**src/rtl/seq_alu.sv**
```systemverilog
// Sequential ALU: single-cycle logic/arithmetic ops plus bit-serial shifts.
// Define SEQ_ALU_MUL_EN to turn opcode 1011 into a shift-add multiply (otherwise it is a halt/no-op).
module seq_alu #(
    parameter int W = 8
) (
    input  logic         Clk,
    input  logic         Reset,
    input  logic         Start,
    input  logic [3:0]   OP,
    input  logic [W-1:0] InputA,
    input  logic [W-1:0] InputB,
    output logic         Ready,
    output logic         Done,
    output logic [W-1:0] Out,
    output logic         OverflowOut
);

    localparam int CW = $clog2(W + 1);

    localparam logic [1:0] IDLE = 2'd0;
    localparam logic [1:0] EXEC = 2'd1;
    localparam logic [1:0] DONE = 2'd2;

    localparam logic [3:0] OP_ADD = 4'b0000;
    localparam logic [3:0] OP_SUB = 4'b0001;
    localparam logic [3:0] OP_SLL = 4'b1000;
    localparam logic [3:0] OP_SRL = 4'b1001;
    localparam logic [3:0] OP_RST = 4'b1010;
    localparam logic [3:0] OP_MUL = 4'b1011;
    localparam logic [3:0] OP_LT  = 4'b1101;
    localparam logic [3:0] OP_EQL = 4'b1110;

    logic [1:0]    state_q, state_d;
    logic [3:0]    op_q, op_d;
    logic [W-1:0]  acc_q, acc_d;
    logic [CW-1:0] cnt_q, cnt_d;
    logic [W-1:0]  out_q, out_d;
    logic          c_q, c_d;
`ifdef SEQ_ALU_MUL_EN
    logic [W-1:0]  hi_q, hi_d;
    logic [W-1:0]  mcand_q, mcand_d;
    logic [W:0]    mac;
`endif

    logic [W:0]    add_res;
    logic [W:0]    sub_res;
    logic [CW-1:0] shamt;
    logic [W-1:0]  shift_nx;

    always_comb begin
        add_res  = {1'b0, InputA} + {1'b0, InputB} + {{W{1'b0}}, c_q};
        sub_res  = {1'b0, InputA} + {1'b0, ~InputB} + {{W{1'b0}}, 1'b1} - {{W{1'b0}}, c_q};
        shamt    = (InputB >= W'(W)) ? CW'(W) : InputB[CW-1:0];
        shift_nx = (op_q == OP_SRL) ? (acc_q >> 1) : (acc_q << 1);
`ifdef SEQ_ALU_MUL_EN
        mac      = {1'b0, hi_q} + (acc_q[0] ? {1'b0, mcand_q} : '0);
`endif
    end

    always_comb begin
        state_d = state_q;
        op_d    = op_q;
        acc_d   = acc_q;
        cnt_d   = cnt_q;
        out_d   = out_q;
        c_d     = c_q;
`ifdef SEQ_ALU_MUL_EN
        hi_d    = hi_q;
        mcand_d = mcand_q;
`endif
        case (state_q)
            IDLE: begin
                if (Start) begin
                    op_d    = OP;
                    state_d = DONE;
                    case (OP)
                        OP_ADD:  {c_d, out_d} = add_res;
                        OP_SUB:  {c_d, out_d} = sub_res;
                        4'b0010, 4'b0011, 4'b0100, 4'b1100: out_d = InputB;
                        4'b0101: out_d = InputA;
                        4'b0110: out_d = ~(InputA & InputB);
                        4'b0111: out_d = InputA | InputB;
                        4'b1111: out_d = ~InputB;
                        OP_RST: begin
                            out_d = '0;
                            c_d   = 1'b0;
                        end
                        OP_LT:   out_d = {{(W-1){1'b0}}, (InputA[W-1] | (InputA < InputB))};
                        OP_EQL:  out_d = {{(W-1){1'b0}}, (InputA == InputB)};
                        OP_SLL, OP_SRL: begin
                            if (shamt == '0) begin
                                out_d = InputA;
                            end else begin
                                acc_d   = InputA;
                                cnt_d   = shamt;
                                state_d = EXEC;
                            end
                        end
                        OP_MUL: begin
`ifdef SEQ_ALU_MUL_EN
                            // Product accumulates in {hi, acc}; acc starts as the multiplier and drains LSB-first.
                            acc_d   = InputB;
                            hi_d    = '0;
                            mcand_d = InputA;
                            cnt_d   = CW'(W);
                            state_d = EXEC;
`else
                            out_d = '0;
`endif
                        end
                        default: ;
                    endcase
                end
            end
            EXEC: begin
                cnt_d = cnt_q - CW'(1);
`ifdef SEQ_ALU_MUL_EN
                if (op_q == OP_MUL) begin
                    {hi_d, acc_d} = {mac, acc_q[W-1:1]};
                end else begin
                    acc_d = shift_nx;
                end
`else
                acc_d = shift_nx;
`endif
                // Last step publishes straight from the next-state value so Out/C move only on the DONE edge.
                if (cnt_q == CW'(1)) begin
                    state_d = DONE;
                    out_d   = acc_d;
`ifdef SEQ_ALU_MUL_EN
                    if (op_q == OP_MUL) begin
                        c_d = |hi_d;
                    end
`endif
                end
            end
            DONE:    state_d = IDLE;
            default: state_d = IDLE;
        endcase
    end

    always_ff @(posedge Clk) begin
        if (Reset) begin
            state_q <= IDLE;
            op_q    <= '0;
            acc_q   <= '0;
            cnt_q   <= '0;
            out_q   <= '0;
            c_q     <= 1'b0;
`ifdef SEQ_ALU_MUL_EN
            hi_q    <= '0;
            mcand_q <= '0;
`endif
        end else begin
            state_q <= state_d;
            op_q    <= op_d;
            acc_q   <= acc_d;
            cnt_q   <= cnt_d;
            out_q   <= out_d;
            c_q     <= c_d;
`ifdef SEQ_ALU_MUL_EN
            hi_q    <= hi_d;
            mcand_q <= mcand_d;
`endif
        end
    end

    assign Ready       = (state_q == IDLE);
    assign Done        = (state_q == DONE);
    assign Out         = out_q;
    assign OverflowOut = c_q;

endmodule

```
**config.mk**
```make
export PLATFORM = sky130hd
export DESIGN_NAME = seq_alu
export DESIGN_NICKNAME = d
export VERILOG_FILES = /design/src/rtl/seq_alu.sv
export SDC_FILE = /design/constraint.sdc
export NUM_CORES = 1
export LEC_CHECK = 0
export ABC_AREA = 1
export BUFFER_PORTS_ARGS = -buffer_cell sky130_fd_sc_hd__buf_2
export CAP_MARGIN = 5
export CORE_UTILIZATION = 65
export DETAILED_ROUTE_END_ITERATION = 16
export HOLD_SLACK_MARGIN = 0.12
export PLACE_DENSITY = 0.87
export SLEW_MARGIN = 20
export SYNTH_ARGS = -nofsm -noshare
export SYNTH_HDL_FRONTEND = slang
export SYNTH_SLANG_ARGS = --single-unit
```
**constraint.sdc**
```tcl
create_clock -name Clk -period 6.6 [get_ports Clk]
set_clock_uncertainty 0.2 [all_clocks]
set_input_delay 1.32 -clock Clk [delete_from_list [all_inputs] [get_ports Clk]]
set_output_delay 1.32 -clock Clk [all_outputs]
set_load 0.01 [all_outputs]
```
==> Word level (Yosys, flattened, before mapping) <==
Cells that the tools add are included.
{ "word_totals": {"inputBits": 23, "register_bits": 27, "elab_cells": 78, "out_inout_bits": 11} }
{ "classes": {"n_addsub": 6, "n_eq_ne": 25, "n_reduce_logical": 13, "n_mux": 21, "order_cmp": 2, "bitwise_logic": 5} }
{ "ops": {"columns": ["cell", "n"], "rows": [
  ["one-hot mux 8 bit (11 select lines)", 1],
  ["2-to-1 mux 8 bit", 7],
  ["== test 4 bit, second input constant", 9],
  ["one-hot mux 8 bit (2 select lines)", 2],
  ["adder 8 x 8 -> 9 bit", 2],
  ["== test 4 x 3 -> 1 bit, second input constant", 4],
  ["2-to-1 mux 4 bit", 4],
  ["inverter 8 bit", 2],
  ["adder 9 x 1 -> 9 bit", 1],
  ["adder 9 x 1 -> 9 bit, second input constant", 1],
  ["subtractor 9 x 1 -> 9 bit", 1],
  ["AND 8 bit", 1],
  ["== test 4 x 1 -> 1 bit, second input constant", 2],
  ["== test 4 x 2 -> 1 bit, second input constant", 2],
  ["== test 8 bit", 1],
  ["greater-or-equal comparator 8 x 4 -> 1 bit, second input constant", 1],
  ["zero test 4 bit", 2],
  ["less-than comparator 8 bit", 1],
  ["2-to-1 mux 2 bit", 4],
  ["bitwise OR 8 bit", 1],
  ["one-hot mux 4 bit (2 select lines)", 1],
  ["AND reduction 4 bit", 2],
  ["inequality test 2 bit, second input constant", 3],
  ["one-hot mux 2 bit (2 select lines)", 1],
  ["other kinds (14)", 16]
]} }

==> Depth between registers and ports, before layout <==
Gate-level depths: netlist (run 1).
{ "logic_depth": {"word_depth": 7, "depth_mapped": 13, "ltp_nobuf": 13} }

==> Worst setup path after synthesis (run 1) <==
No wires, ideal clock.
{ "synth_timing": {"kind": "input to register", "from": "input port InputA[0]", "to": "register c_q, in the netlist OverflowOut", "path_slack_ns": 3.411, "path_stages": 11, "required_ns": 6.330, "n_path_buf": 0, "setup_ns": 0.070, "arrival_time_ns": 2.919, "path_cell_list": "inv_1 > fa_1 > fa_1 > nand2_1 > nand2_1 > nand2_1 > nand4_1 > nand2_1 > nor2_1 > nand3b_1 > a21oi_1"} }
{ "synth_via": {"elab_chain_len": 4, "elab_cells_between_ends": 6, "classes_between": "5 x add/sub; 1 x mux"} }
{ "synth_lines": {"columns": ["item", "line", "source"], "rows": [
  ["from (decl)", "10", "input logic [W-1:0] InputA,"],
  ["adder 8 x 8 -> 9 bit", "52", "sub_res = {1'b0, InputA} + {1'b0, ~InputB} + {{W{1'b0}}, 1'b1} - {{W{1'b0}}, c_q};"],
  ["adder 9 x 1 -> 9 bit", "52", null],
  ["subtractor 9 x 1 -> 9 bit", "52", null],
  ["one-hot mux 1 bit (3 select lines) *", "76", "case (OP)"],
  ["to (signal assigned)", "149", "c_q <= 1'b0;"],
  ["to (signal assigned)", "160", "c_q <= c_d;"],
  ["to (decl)", "38", "logic c_q, c_d;"]
]} }
Every way passes the cells marked *; elsewhere a longest branch is shown, timed or not.
A chain may end at the register's enable or synchronous reset.

==> Worst setup path in the final report (run 1) <==
{ "layout_timing": {"from": "input port InputA[3]", "to": "register out_q[5], in the netlist Out[5]"} }
{ "layout_via": {"elab_chain_len": 6, "elab_cells_between_ends": 8, "classes_between": "5 x add/sub; 3 x mux"} }
{ "layout_lines": {"columns": ["item", "line", "source"], "rows": [
  ["adder 8 x 8 -> 9 bit", "52", null],
  ["adder 9 x 1 -> 9 bit", "52", null],
  ["subtractor 9 x 1 -> 9 bit", "52", null],
  ["one-hot mux 8 bit (11 select lines) *", "76", null],
  ["2-to-1 mux 8 bit *", "73", "if (Start) begin"],
  ["one-hot mux 8 bit (2 select lines) *", "71", "case (state_q)"],
  ["to (signal assigned)", "159", "out_q <= out_d;"],
  ["to (decl)", "37", "logic [W-1:0] out_q, out_d;"]
]} }
Every way passes the cells marked *; elsewhere a longest branch is shown, timed or not. The select of a mux whose other input is x is not followed.

==> results of run 1 <==
-- registers in the layout, summed over array words and instances (netlist names) --
name         flops
OverflowOut      1
cnt_q            4
acc_q            8
op_q             4
state_q          2
Out              8
-- Yosys cell counts (all sizes together) --
| master | n | area share, % |
|---|---|---|
| nand2 | 154 | 19 |
| inv | 90 | 10 |
| nor2 | 61 | 7.7 |
| nand3 | 41 | 6.8 |
| ha | 40 | 16 |
| a21oi | 37 | 6.2 |
| dfxtp | 27 | 17 |
| o21ai | 23 | 3.6 |
| nor3 | 15 | 2.5 |
| nand3b | 8 | 1.9 |
| nand4 | 8 | 1.6 |
| buf | 5 | 1.2 |
| o22ai | 5 | 0.97 |
| fa | 4 | 2.5 |
| a31oi | 3 | 0.58 |
| clkbuf | 3 | 0.35 |
| a21o | 2 | 0.47 |
| clkinv | 2 | 0.23 |
| o21a | 2 | 0.47 |
| or2 | 2 | 0.39 |
| xnor2 | 2 | 0.54 |
| xor2 | 2 | 0.54 |
| o211ai | 1 | 0.23 |
-- layout make-up --
class	count	area, um^2	area share (%)
multi-input cells	410	2280	65.9
clock buffers	3	41.3	1.19
inverters	92	345	9.97
clock inverters	1	5.00	0.144
flip-flops and latches	27	541	15.6
well taps	67	83.8	2.42
repair buffers	33	165	4.77
-- metal layers --
layer,track usage [%],up-vias,share of wire [%]
li1,-,1759,-
met1,50.6,1612,44
met2,59.8,188,44
met3,5.69,25,8.9
met4,9.59,0,3.0
met5,0,-,0
-- through the flow --
step	area (um^2)	hold WS (ns)	std cells	setup WS, ns	utilization (%)
6_report	3460	0.272	633	3.33	72.9
3_5_place_dp	3420	0.256	629	3.09	71.9
3_3_place_gp	3420	0.250	629	3.12	71.9
4_1_cts	3460	0.271	633	3.38	72.9
2_1_floorplan	3220	0.236	537	3.41	-
5_1_grt	3460	0.288	633	3.24	72.9
-- report_power, final --
part	internal [mW]	total, mW	switching, mW	leakage, nW
clock	0.0424	0.0967	0.0543	0.0255
combinational	0.0848	0.249	0.164	1.63
sequential	0.180	0.190	0.00972	0.222
-- cells by family after synthesis --
| group | after synthesis | synth area share [%] |
|---|---|---|
| AOI/OAI and AO/OA | 73 | 12.5 |
| xor gates and xnor gates | 4 | 1.09 |
| and+or+nand+nor | 289 | 39.3 |
| buffers and inverters | 100 | 12.2 |
| adders and majority gates | 44 | 18.0 |
| DFF | 27 | 16.8 |
-- worst reg2reg max path, cell delays in order (launching register included) --
cell	delay [ns]
dfxtp_1	0.37
fa_1	0.46
fa_1	0.43
nand2_1	0.10
nand2_1	0.07
nand2_1	0.10
nand4_1	0.09
nand2_1	0.10
nor2_1	0.04
nand3b_1	0.16
a21oi_1	0.14
-- path summary, 6_finish.rpt --
kind,start,endpoint,slack (ns),cells after the start
worst min-delay path,cnt_q[3],cnt_q[3],0.27,2
worst max register to register,OverflowOut,OverflowOut,4.28,10
worst max-delay path,InputA[3],Out[5],3.33,11
worst min register to register,cnt_q[3],cnt_q[3],0.27,2
==> metrics, run 1 <==
Worst Tran Pin Value=0.575 ns; CP Class=primary input to flop; row count=25; Gate Count Post-Synth=537; Cell Chain, Critical Path=buf_2, inv_1, ha_1, ha_1, nand2_1, nand3b_1, nand3b_1, nand3_1, nand2_1, nand3_1, a21oi_1; Total Power=535 uW; DRC Markers=0; commonest non-fill, non-tap cell in the layout=nand2_1; detailed placement HPWL=7290 um; ant diodes=0; H-tree levels=1; max_slew headroom=61.4%; Mapped Area=0.00322 mm^2; Max VDD drop=125 uV; crit path time final=3.27 ns; clk buf depth=2; total grt overflow=0; most frequent cells in the layout=nand2_1 (150), inv_1 (84), nor2_1 (56); Via-to-Cell Ratio=5.66; first-pass GRT wire length=15000 um; Root Buffer=clkbuf_8; Die W=72.4 um; Layout Nets=634; clk sinks=27; Worst EP required=6.61 ns; Placer Congestion=0.978; Max FO, Critical Path=8; synthesis-to-finish area growth=7.66%; gr usage total=36.8%; DRT Wirelength=9310 um; Final Hold Violating Endpoints=0; clock-pin transition on the worst setup and hold timing paths=0.10 ns; Yosys reg bits=27; Max Fclk=306 MHz; Resized cells post-CTS=0; CP max stage cell=ha_1; crit path capture type=flop; Slew Viols, Final=0; Initial DRT Pass Iterations=5; status=finished, final reports clean; Syn. warnings=0; setup TNS=0 ns; initial antenna violation count=0; fraction of layout cells with a size suffix above 1=10.2%; cell family with most CP delay=adder cells; via count=3584; RSZ-0062 raised after global routing=false; # IOs=34; post-synthesis sequential area ratio=16.8%; Core Region=0.00475 mm^2; slowest stage delay, CP=0.47 ns; crit path DAT=3.28 ns; CTS tree=done; Die Area=0.00524 mm^2; power per cell area=154 mW/mm^2; Leakage=1.88 nW; Final setup viols=0; Port Buffers=33; largest net degree at the start of global routing=20; worst hold path type=flop to flop; fin crit share=49.5%; Fillers=461; Buf+Inv Stages, Crit Path=2; Die Y=72.4 um; vias in the first global route=3187; Synth Area per Inst=5.99 um^2; Max-Cap Viols=0; Routed Antenna Nets=0; CP startpoint kind=primary input; 1st-iter DRT viols=391; Yosys cell types=34; Skew-Pair Late Insertion Delay=0.28 ns; Post-CTS Setup Bufs=0; initial core utilization=67.7%; CTS buffer count=3; routed length per placed instance=14.7 um; hold buffers post-CTS=0; post-synthesis net count=604
No activity file was read; power rests on OpenSTA's default activity.
==> run 2, diff against run 1 <==
--- a/config.mk
+++ b/config.mk
@@ -8,10 +8,10 @@
 export ABC_AREA = 1
 export BUFFER_PORTS_ARGS = -buffer_cell sky130_fd_sc_hd__buf_2
 export CAP_MARGIN = 5
-export CORE_UTILIZATION = 65
+export CORE_UTILIZATION = 55
 export DETAILED_ROUTE_END_ITERATION = 16
 export HOLD_SLACK_MARGIN = 0.12
-export PLACE_DENSITY = 0.87
+export PLACE_DENSITY = 0.78
 export SLEW_MARGIN = 20
 export SYNTH_ARGS = -nofsm -noshare
 export SYNTH_HDL_FRONTEND = slang
==> constraint.sdc (replaced) <==
create_clock -name Clk -period 2.9 [get_ports Clk]
set_clock_uncertainty 0.2 [all_clocks]
set_input_delay 0.58 -clock Clk [delete_from_list [all_inputs] [get_ports Clk]]
set_output_delay 0.58 -clock Clk [all_outputs]
set_load 0.01 [all_outputs]
==> run 2 against run 1 <==
  * First-iteration DRC count down 11%
  * Worst hold slack got worse by 0.0084 ns
  * Global-route usage decreased by 4.5 points
  * Sequential power up 130%
  * Flip-flop and latch count unchanged
  * Final cell count up 1.3%
  * Wire length rose by 1.5%
  * Register-to-register slack got worse by 3.7 ns
  * Worst setup slack got worse by 3.0 ns
  * Utilization is 10 points lower
  * Critical path type unchanged
  * Largest power group unchanged
==> metrics, run 2 (same netlist as run 1, synthesis figures left out) <==
status=finished, final reports clean; Max FO, Critical Path=5 (-3); Initial DRT Pass Iterations=6 (+1); detailed placement HPWL=7480 um (+2.7%); Die Y=78.5 um (+8.5%); crit path capture type=flop; initial core utilization=57.7% (-10 points); most frequent cells in the layout=nand2_1 (150), inv_1 (84), nor2_1 (56); gr usage total=32.3% (-4.5 points); Skew-Pair Late Insertion Delay=0.28 ns (about the same); CP max stage cell=fa_1; clk buf depth=2 (unchanged); placed instance area=0.00345 mm^2 (+0.84%); # IOs=34 (unchanged); fin crit share=88.0%; max_slew headroom=61.8% (+0.39 points); final instance area=0.00349 mm^2 (+0.83%); Port Buffers=33 (unchanged); Final setup viols=0 (unchanged); Resized cells post-CTS=0 (unchanged); Final Hold Violating Endpoints=0 (unchanged); worst hold start=acc_q[7]; via count=3568 (-0.45%); Routed Antenna Nets=0 (unchanged); DRC Markers=0 (unchanged); Worst EP required=2.92 ns (-3.69 ns); CP startpoint kind=primary input; synthesis-to-finish area growth=8.55%; cell depth of the worst min-delay path=2 (unchanged); Max VDD drop=240 uV (+92%); setup TNS=0 ns (unchanged); Slew Viols, Final=0 (unchanged); Core Region=0.00557 mm^2 (+17%); Max Fclk=392 MHz; Post-CTS Setup Bufs=0 (unchanged); hold buffers post-CTS=0 (unchanged); fraction of layout cells with a size suffix above 1=10.7% (+0.47 points); commonest non-fill, non-tap cell in the layout=nand2_1; Cell Chain, Critical Path=buf_2, inv_1, fa_1, inv_1, ha_1, o21ai_0, nand2_1, nand2_1, nand2_1, nand2_1, nand3_1, nand2_1, nand3_1, a21oi_2; power per cell area=349 mW/mm^2 (+130%); DRT Wirelength=9450 um (+1.5%); Reg2Reg Depth=12 (+2); Max-Cap Viols=0 (unchanged); Min-Delay Endpoint=acc_q[7]; cell family with most CP delay=adder cells; crit path time final=2.55 ns; R2R Path End=Out[7]; worst hold path type=flop to flop; Die W=78.5 um (+8.5%); largest net degree at the start of global routing=20 (unchanged); Die Area=0.00616 mm^2 (+18%); crit path DAT=2.57 ns (-0.71 ns); routed length per placed instance=14.7 um (+0.18%); Placer Congestion=1.04 (+6.3%); Layout Nets=637 (+0.47%); Worst Tran Pin Value=0.569 ns (-0.00586 ns); total grt overflow=0 (unchanged); CTS buffer count=3 (unchanged); clock-pin transition on the worst setup and hold timing paths=0.10 ns (about the same); row count=27 (+8.0%); first-pass GRT wire length=15500 um (+3.1%); Leakage=1.90 nW (+0.77%); CTS tree=done; slowest stage delay, CP=0.59 ns (+0.12 ns); H-tree levels=1 (unchanged); 1st-iter DRT viols=349 (-11%); ant diodes=0 (unchanged); CP Class=primary input to flop; flop-to-flop setup slack=0.55 ns (-3.73 ns); RSZ-0062 raised after global routing=false; initial antenna violation count=0 (unchanged); hold_ws=0.264 ns (-0.00838 ns); clk sinks=27 (unchanged); Via-to-Cell Ratio=5.57 (-1.7%); vias in the first global route=3280 (+2.9%); Root Buffer=clkbuf_8; Buf+Inv Stages, Crit Path=3 (+1); CP most frequent cell=nand2_1; Post-Layout Cell Count=641 (+1.3%); dpl cells=637 (+1.3%); origin of the critical flop-to-flop path=OverflowOut
-- run 2: how the worst max path moves through the flow --
stage	startpoint	endpoint	slack, ns	cells after the start
after floorplan	InputA[0]	OverflowOut	0.45	11
after global placement	InputA[3]	Out[5]	0.16	11
after detailed placement	InputA[0]	Out[7]	0.08	14
after CTS	InputA[0]	Out[7]	0.37	14
after global routing	InputA[0]	Out[7]	0.18	14
final	InputA[0]	Out[7]	0.35	14
-- run 2: metrics by stage --
step	total power, mW	utilization [%]	setup WS (ns)
final	1.22	62.7	0.349
after global routing	1.32	62.7	0.181
after CTS	1.21	62.7	0.368
after detailed placement	0.992	61.8	0.0833
after global placement	0.981	61.8	0.160
after floorplan	0.835	-	0.451
-- run 2: final cells by class --
type / instances / area [um^2]
Clock inverter: 1 / 5.00
Clock buffer: 3 / 41.3
Multi-Input combinational cell: 410 / 2280
Fill cell: 573 / 2080
Timing Repair Buffer: 36 / 188
Tap cell: 72 / 90.1
Sequential cell: 27 / 541
Inverter: 92 / 345
-- run 2: power breakdown --
part	internal, mW	switching (mW)
Sequential	0.409	0.0209
Combinational	0.198	0.372
Clock	0.0966	0.123
Total	0.704	0.516
-- run 2: tightest hold or removal path: stages, from the launching register on --
cell and delay [ns]:
dfxtp_1 0.32, nand2_1 0.06, a21oi_1 0.05
-- run 2: layer usage --
layer  vias to the layer above  global-route usage, %  share of wire (%)  wire length (um)
li1                       1762                      -                  -                 -
met1                      1612                   43.9                 44              4150
met2                       171                   49.9                 42              4000
met3                        23                   7.67                 11              1040
met4                         0                   10.2                2.7               258
met5                         -                      0                  0                 0
